<file path="src/rtl/gsim_out_buf_pkg.sv">
// Shared constants for the solver output path.
// Holds the FSM state encoding and the default fixed-point / frame sizes so
// the solver and gsim_out_buf agree on the same numbers.
package gsim_out_buf_pkg;

  localparam int FRAC_BITS_DEF = 16;  // fractional bits of Q16.16 words
  localparam int N_VAR_DEF     = 16;  // solution words per frame
  localparam int OUT_W_DEF     = 16;  // rounded/saturated output width

  typedef enum logic {
    FILL  = 1'b0,
    DRAIN = 1'b1
  } state_t;

endpackage

</file>
<file path="src/rtl/gsim_out_buf_round_sat.sv">
// q16_round_sat: combinational round-half-up and saturate of a signed
// fixed-point word to an OUT_W-bit signed integer.
// Ports:
//   x_in  [31:0]      signed fixed-point input (FRAC_BITS fractional bits)
//   q_out [OUT_W-1:0] rounded, saturated result
//   sat               result was clipped to the positive or negative limit
module q16_round_sat
  import gsim_out_buf_pkg::*;
#(
  parameter int FRAC_BITS = FRAC_BITS_DEF,
  parameter int OUT_W     = OUT_W_DEF
) (
  input  logic [31:0]      x_in,
  output logic [OUT_W-1:0] q_out,
  output logic             sat
);

  // 33 bits so adding the rounding constant to values near +max cannot wrap.
  localparam logic signed [32:0] RND_K = 33'sd1 <<< (FRAC_BITS - 1);
  localparam logic signed [32:0] MAX_V = (33'sd1 <<< (OUT_W - 1)) - 33'sd1;
  localparam logic signed [32:0] MIN_V = -(33'sd1 <<< (OUT_W - 1));

  logic signed [32:0] sum_s;
  logic signed [32:0] shr_s;

  // Round half toward +inf, then clip to the signed OUT_W range.
  always_comb begin
    sum_s = $signed({x_in[31], x_in}) + RND_K;
    shr_s = sum_s >>> FRAC_BITS;
    if (shr_s > MAX_V) begin
      q_out = {1'b0, {(OUT_W-1){1'b1}}};
      sat   = 1'b1;
    end else if (shr_s < MIN_V) begin
      q_out = {1'b1, {(OUT_W-1){1'b0}}};
      sat   = 1'b1;
    end else begin
      q_out = shr_s[OUT_W-1:0];
      sat   = 1'b0;
    end
  end

endmodule

</file>
<file path="src/rtl/gsim_out_buf.sv">
// gsim_out_buf: collects one frame of N_VAR solver words, converts each to a
// rounded/saturated OUT_W-bit integer, then streams them out with a
// valid/ready handshake.
// Ports:
//   clk, reset_n        clock, async active-low reset
//   in_valid, x_in      solver strobe; x_in is valid the cycle after in_valid
//   out_valid/out_ready output handshake
//   q_out, q_idx        current word and its variable index
//   frame_done          one-cycle pulse after the last word is accepted
//   sat_flag, drop_flag sticky saturation / discarded-input indicators
module gsim_out_buf
  import gsim_out_buf_pkg::*;
#(
  parameter int FRAC_BITS = FRAC_BITS_DEF,
  parameter int N_VAR     = N_VAR_DEF,
  parameter int OUT_W     = OUT_W_DEF
) (
  input  logic             clk,
  input  logic             reset_n,
  input  logic             in_valid,
  input  logic [31:0]      x_in,
  output logic             out_valid,
  input  logic             out_ready,
  output logic [OUT_W-1:0] q_out,
  output logic [3:0]       q_idx,
  output logic             frame_done,
  output logic             sat_flag,
  output logic             drop_flag
);

  localparam int IDX_W = (N_VAR > 1) ? $clog2(N_VAR) : 1;
  localparam logic [IDX_W-1:0] LAST_IDX = IDX_W'(N_VAR - 1);
  localparam logic [IDX_W-1:0] ONE_IDX  = IDX_W'(1);
  localparam logic [IDX_W-1:0] ZERO_IDX = IDX_W'(0);

  state_t           state_r;
  logic             cap_en_r;
  logic [IDX_W-1:0] wr_idx_r;
  logic [IDX_W-1:0] rd_idx_r;
  logic [IDX_W-1:0] next_rd_s;
  logic [OUT_W-1:0] word_buf_r [N_VAR];
  logic [OUT_W-1:0] conv_q_s;
  logic             conv_sat_s;
  logic             wr_en_s;
  logic             hshake_s;

  q16_round_sat #(
    .FRAC_BITS (FRAC_BITS),
    .OUT_W     (OUT_W)
  ) u_round_sat (
    .x_in  (x_in),
    .q_out (conv_q_s),
    .sat   (conv_sat_s)
  );

  assign wr_en_s   = cap_en_r && (state_r == FILL);
  assign hshake_s  = out_valid && out_ready;
  assign next_rd_s = rd_idx_r + ONE_IDX;

  // Word buffer: one write port (capture) and one read port; never reset.
  always_ff @(posedge clk) begin
    if (wr_en_s) begin
      word_buf_r[wr_idx_r] <= conv_q_s;
    end
  end

  // Frame FSM with registered handshake outputs and sticky flags.
  always_ff @(posedge clk or negedge reset_n) begin
    if (!reset_n) begin
      state_r    <= FILL;
      cap_en_r   <= 1'b0;
      wr_idx_r   <= ZERO_IDX;
      rd_idx_r   <= ZERO_IDX;
      out_valid  <= 1'b0;
      q_out      <= {OUT_W{1'b0}};
      q_idx      <= 4'd0;
      frame_done <= 1'b0;
      sat_flag   <= 1'b0;
      drop_flag  <= 1'b0;
    end else begin
      // x_in lags in_valid by one cycle, so capture on the delayed strobe.
      cap_en_r   <= in_valid;
      frame_done <= 1'b0;
      case (state_r)
        FILL: begin
          out_valid <= 1'b0;
          if (cap_en_r) begin
            if (conv_sat_s) begin
              sat_flag <= 1'b1;
            end
            if (wr_idx_r == LAST_IDX) begin
              state_r   <= DRAIN;
              wr_idx_r  <= ZERO_IDX;
              out_valid <= 1'b1;
              q_idx     <= 4'd0;
              // With a single-word frame, word 0 is being written this edge.
              q_out     <= (N_VAR == 1) ? conv_q_s : word_buf_r[0];
            end else begin
              wr_idx_r <= wr_idx_r + ONE_IDX;
            end
          end
        end
        DRAIN: begin
          // No room for a new frame until the drain finishes.
          if (cap_en_r) begin
            drop_flag <= 1'b1;
          end
          if (hshake_s) begin
            if (rd_idx_r == LAST_IDX) begin
              state_r    <= FILL;
              rd_idx_r   <= ZERO_IDX;
              out_valid  <= 1'b0;
              frame_done <= 1'b1;
            end else begin
              rd_idx_r <= next_rd_s;
              q_out    <= word_buf_r[next_rd_s];
              q_idx    <= 4'(next_rd_s);
            end
          end
        end
        default: begin
          state_r   <= FILL;
          out_valid <= 1'b0;
        end
      endcase
    end
  end

endmodule
</file>
<file path="config.mk">
export PLATFORM = sky130hd
export DESIGN_NAME = gsim_out_buf
export DESIGN_NICKNAME = d
export VERILOG_FILES = /design/src/rtl/gsim_out_buf_pkg.sv /design/src/rtl/gsim_out_buf_round_sat.sv /design/src/rtl/gsim_out_buf.sv
export SDC_FILE = /design/constraint.sdc
export NUM_CORES = 1
export LEC_CHECK = 0
export BUFFER_PORTS_ARGS = -buffer_cell sky130_fd_sc_hd__clkbuf_2
export CAP_MARGIN = 15
export CORE_MARGIN = 2
export CORE_UTILIZATION = 31
export CTS_CLUSTER_SIZE = 24
export DETAILED_ROUTE_END_ITERATION = 12
export PLACE_DENSITY = 0.49
export SYNTH_ARGS = -nofsm -noshare
export SYNTH_HDL_FRONTEND = slang
export SYNTH_SLANG_ARGS = --single-unit
export TNS_END_PERCENT = 20
</file>
<file path="constraint.sdc">
create_clock -name clk -period 4.9 [get_ports clk]
set_input_delay 0.98 -clock clk [delete_from_list [all_inputs] [get_ports clk]]
set_output_delay 0.98 -clock clk [all_outputs]
set_load 0.005 [all_outputs]
</file>
# == Word-level counts from Yosys, hierarchy flattened ==
# Memory sizes are Yosys's and may differ from the RTL's.
# Index checks and enable logic that the tools add are counted.
# word_totals
reg_bits,34
ram_bits,256
inputBits,36
out_inout_bits,24
elab_cells,61
memories,1
# memory_table
memory,words,word_bits,rd,rd_ports_with_merged_regs,write_ports,line_no,source
word_buf_r,16,16,2,0,1,gsim_out_buf.sv:41,logic [OUT_W-1:0] word_buf_r [N_VAR];
# op_classes
n_addsub,3
magnitude_cmp,2
n_eq_ne,7
muxes,29
bitwise_logic,1
reduce_logical,8
# ops
operator,n
16-bit 2-to-1 mux,6
"32-bit by 17-bit adder with 33-bit output, second input constant",1
16-bit case mux with 2 select lines,1
4-bit 2-to-1 mux,6
"17-bit by 16-bit > comparator with 1-bit output, second input constant",1
"17-bit by 16-bit less-than comparator with 1-bit output, second input constant",1
1-bit 2-to-1 mux,13
"4-bit by 1-bit adder with 4-bit output, second input constant",2
"4-bit == test, second input constant",2
4-bit case mux with 2 select lines,1
2-bit AND reduction,4
"2-bit by 1-bit inequality test with 1-bit output, second input constant",3
"2-bit inequality test, second input constant",2
1-bit case mux with 2 select lines,2
4-bit AND reduction,1
3-bit AND reduction,1
1-bit logical AND,2
1-bit inverter,1

# == Longest topological paths before layout ==
# depth
word_depth,5
mapped_depth,10
ltp_nobuf,7

# == By module ==
# A second synthesis with hierarchy kept.
# hier_totals
cells_unflattened,790
area_unflattened_um2,11987.7
# modules_own_cells
module,instances,cells_per_inst,area_each_um2,seq_area_each_um2
gsim_out_buf,1,700,11422.2,8538.2
q16_round_sat,1,90,565.5,0.0

# == Worst setup path after synthesis ==
# No wires, ideal clock.
# synth_path
kind,input-to-reg
from,input x_in[19]
to,memory word_buf_r[0][2] in the netlist's numbering (data pin)
setup_time_ps,336
t_arrival_ps,2491
required_ps,4564
setup_slack_ps,2073
stages,6
path_buffers,1
path_cell_list,and4_1 -> clkbuf_1 -> nand2_1 -> nor3_1 -> o21ai_0 -> a21boi_0
# synth_between
elab_chain_len,4
elab_cells_between_ends,5
classes_between,add/sub (1); order compare (2); mux (2)
# synth_rtl
item,line_no,source
"start, declared",gsim_out_buf.sv:21,"input logic [31:0] x_in,"
32-bit by 17-bit adder with 33-bit output *,gsim_out_buf_round_sat.sv:28,"sum_s = $signed({x_in[31], x_in}) + RND_K;"
17-bit by 16-bit less-than comparator with 1-bit output,gsim_out_buf_round_sat.sv:33,end else if (shr_s < MIN_V) begin
16-bit 2-to-1 mux,gsim_out_buf_round_sat.sv:33,
16-bit 2-to-1 mux *,gsim_out_buf_round_sat.sv:30,if (shr_s > MAX_V) begin
net conv_q_s[2],gsim_out_buf.sv:42,logic [OUT_W-1:0] conv_q_s;
"end, declared",gsim_out_buf.sv:41,
# Mark *: on every way through the listed nets, which the timed path passes. The rest lies on a longest branch.

# == Worst setup path in the final report ==
# layout_path
from,register rd_idx_r[0]
to,register q_out[15]
# layout_between
elab_chain_len,5
elab_cells_between_ends,8
classes_between,add/sub (1); eq/ne (2); mux (3); reduce/logical (1); memory (1)
# layout_rtl
item,line_no,source
"start, declared",gsim_out_buf.sv:39,logic [IDX_W-1:0] rd_idx_r;
"start signal, assigned",gsim_out_buf.sv:115,rd_idx_r <= next_rd_s;
4-bit by 1-bit adder with 4-bit output,gsim_out_buf.sv:58,assign next_rd_s = rd_idx_r + ONE_IDX;
memory read 16 x 16 bit,n/a,
16-bit 2-to-1 mux,gsim_out_buf.sv:109,if (rd_idx_r == LAST_IDX) begin
16-bit 2-to-1 mux,gsim_out_buf.sv:108,if (hshake_s) begin
16-bit case mux with 2 select lines,gsim_out_buf.sv:84,case (state_r)
"end signal, assigned",gsim_out_buf.sv:75,q_out <= {OUT_W{1'b0}};
"end signal, assigned",gsim_out_buf.sv:97,q_out <= (N_VAR == 1) ? conv_q_s : word_buf_r[0];
"end signal, assigned",gsim_out_buf.sv:116,q_out <= word_buf_r[next_rd_s];
"end, declared",gsim_out_buf.sv:24,"output logic [OUT_W-1:0] q_out,"
# Several ways; a longest one is shown, not always the timed one. The select of a mux whose other input is x is not followed.
# A chain may end at the register's enable or synchronous reset.

==> flow_summary.ini <==
[timing]
setup_tns_ns = 0
whs_ns = 0.474
rsz0062_at_grt = no
setup_viol = 0
fin_ws_ns = 1.73
skew_ns = 0.0230
final.period_utilization_pct = 64.7
period_minus_slack_ns = 3.17
hold_viol_final = 0
max_freq_mhz = 316
max-slew-margin-rel_pct = 36.1
worstMarginPinSlew_ns = 0.956
slew_violations = 0

[clock_tree]
insertion_delay_ns = 0.51
cts_resized = 0
hold_buffers = 0
clk_pin_slew_ns = 0.06
clkSinkCount = 290
root_buffer = clkbuf_16
cts_tree = yes
cts_buffers = 34
cts-htree-levels = 2
cts_buffer_depth = 3
post-cts-setup-buffers = 0

[cells_and_area]
drive_gt1_share_pct = 28.2
nNetsFinal = 774
num_antenna_cells = 0
syn_to_final_growth_pct = 17.2
fin_cells = 1267

[route]
via_count = 6453
wl_mm = 29.3
firstDrtPassIters = 5
drcViolationCount = 0
antenna_left = 0
via_per_inst = 5.09
wire_per_inst_um = 23.2
drtIter0Drc = 501

[grt]
grt-ovfl-total = 0
grt_start_max_net_pins = 37
grtUsageTotal_pct = 14.8
grt_pass1_wl_mm = 44.0
grt_pass1_vias = 6796
antenna_found_initial = 0

[floorplanning]
die_height_um = 200
num_rows = 71
pin_count = 60
dieArea_um2 = 40100
core-area_um2 = 37800
die_w_um = 200
initial_core_util_pct = 31.6

[synth]
synthCells = 657
async_reset_ff_share_pct = 11.7
ys_warn_count = 0
synth-seq-cells = 290
syn_nets = 699
syn_area_um2 = 11900
seq_area_frac_synth_pct = 71.5
synth_edf_count = 256
synth-main-ff-cell = edfxtp_1
syn_avg_cell_area_um2 = 18.2
ys_types = 49

[worst_setup_path]
end_kind = register
start_kind = register
worstPathArrival_ns = 3.55
startpoint = rd_idx_r[0]
worstPathRequired_ns = 5.28
worstSetupPathType = register to register
r2r_slack_ns = 1.73
worstPathMaxFanout = 34
timing.rr.end = q_out[15]
rr_worst_depth = 6
endpoint = q_out[15]
r2r_start = rd_idx_r[0]

[power_and_ir_drop]
leakage_nw = 4.72
p_int_w = 0.00550
pwr-share-seq_pct = 38.8
pwr-share-clk_pct = 31.7
totalPowerFinal_w = 0.00784
power_frac_comb_pct = 29.5
p_per_area_nw_per_um2 = 560
switchingPower_w = 0.00234
p_sw_share_pct = 29.9
irDropWorstVdd_mv = 0.242

[worst_hold_path]
hp-class = register to register
holdPathStages = 2

[placement]
dp_hpwl_mm = 17.5
port_buffers = 44
gp_congestion = 0.756
place_inst = 1207
preCtsSetupSlack_ns = 1.66

[flow_run]
drv_cap = 0

[outcome]
run_status = completed
==> power by group through the flow <==
| stage | Combinational [W] | Sequential [W] | Clock, W |
|---|---|---|---|
| 2_1_floorplan | 0.00177 | 0.00299 | 0 |
| 3_3_place_gp | 0.00232 | 0.00309 | 0 |
| 3_5_place_dp | 0.00235 | 0.00309 | 0 |
| 4_1_cts | 0.00236 | 0.00304 | 0.00255 |
| 5_1_grt | 0.00251 | 0.00306 | 0.00265 |
| 6_report | 0.00232 | 0.00304 | 0.00248 |
==> synth_stat cells, types with 4 or more instances <==
cell type,n,area share [%]
mux2_2,7,0.66
buf_4,5,0.31
nand3b_1,6,0.38
a221o_1,4,0.34
nand3_1,22,0.92
mux2i_1,7,0.59
or3_1,7,0.37
nand4_1,5,0.26
o21ai_0,22,0.92
buf_2,9,0.38
clkbuf_1,11,0.35
nor2_1,23,0.72
nor3b_1,7,0.44
nor3_1,7,0.29
a21o_1,4,0.25
o31ai_1,7,0.44
xnor2_1,7,0.51
mux4_2,54,10
dfrtp_1,34,7.1
a21oi_1,18,0.75
mux4_1,10,2.2
buf_6,7,0.66
ha_1,6,0.63
a221oi_2,6,0.75
and3_1,5,0.26
nand2_1,55,1.7
a22o_1,8,0.59
edfxtp_1,256,64
==> final cells by class <==
type	count	area, µm²
clock buffers	44	920
clock inverters	16	183
fillers	3531	23800
inverters	4	15.0
multi-input cells	329	3250
flip-flops and latches	290	8540
well taps	511	639
repair buffers	73	450
==> worst min path at each step <==
stage	startpoint	to	slack, ns
after floorplan	drop_flag	drop_flag	0.45
after global placement	q_idx[3]	q_idx[3]	0.46
after detailed placement	q_idx[3]	q_idx[3]	0.47
after CTS	q_idx[3]	q_idx[3]	0.48
after global routing	q_idx[2]	q_idx[2]	0.50
final	q_idx[0]	q_idx[0]	0.47
==> critical path, stage by stage (launching register included) <==
cell and delay [ns]:
dfrtp_4 0.63, buf_4 0.44, buf_4 0.65, mux4_1 0.64, mux2_2 0.31, a221oi_2 0.24, o31ai_1 0.10
==> through the flow <==
step                util, %  cell area (µm²)
global route           37.0            14000
finish                 37.0            14000
CTS                    37.0            14000
floorplan                 -            11900
global placement       34.1            12900
detailed placement     34.1            12900
==> state kept, by name, summed over array words and instances, names as in the netlist, 4 cells and up <==
| signal | count |
|---|---|
| q_out | 16 |
| rd_idx_r | 4 |
| wr_idx_r | 4 |
| q_idx | 4 |
| word_buf_r | 256 |
==> cells in the final DEF, fill, tap and decap left out, types with 4 or more instances in the layout <==
| master | n |
|---|---|
| edfxtp_1 | 256 |
| nand2_1 | 55 |
| mux4_2 | 54 |
| clkbuf_2 | 44 |
| clkbuf_16 | 35 |
| dfrtp_1 | 33 |
| buf_4 | 28 |
| o21ai_0 | 22 |
| nand3_1 | 22 |
| a21oi_1 | 18 |
| nor2_1 | 11 |
| nor2_2 | 11 |
| mux4_1 | 10 |
| a22o_1 | 8 |
| clkbuf_1 | 8 |
| o31ai_1 | 7 |
| or3_1 | 7 |
| mux2i_1 | 7 |
| mux2_2 | 7 |
| nor3b_1 | 7 |
| clkinv_2 | 7 |
| xnor2_1 | 6 |
| nand3b_1 | 6 |
| a221oi_2 | 6 |
| nand4_1 | 5 |
| and3_1 | 5 |
| ha_1 | 5 |
| a221o_1 | 4 |
| nor3_2 | 4 |
| a21o_1 | 4 |
| bufinv_16 | 4 |
==> metal layers <==
layer	share of wire (%)	GRT usage, %	vias up
li1	-	-	2812
met1	46	20.8	3394
met2	47	23.6	210
met3	5.9	2.75	37
met4	1.8	3.89	0
met5	0	0	-
==> cells by family after synthesis <==
logic type                 count (synthesis)  synth area share, %
and+or+nand+nor                          152                 6.34
xor gates and xnor gates                  12                 1.10
adders and majority gates                  6                0.629
muxes                                     78                 13.6
DFF                                      290                 71.5
buffers and inverters                     38                 1.98
AOI/OAI and AO/OA                         81                 4.82
No activity file was read; power rests on OpenSTA's default activity.
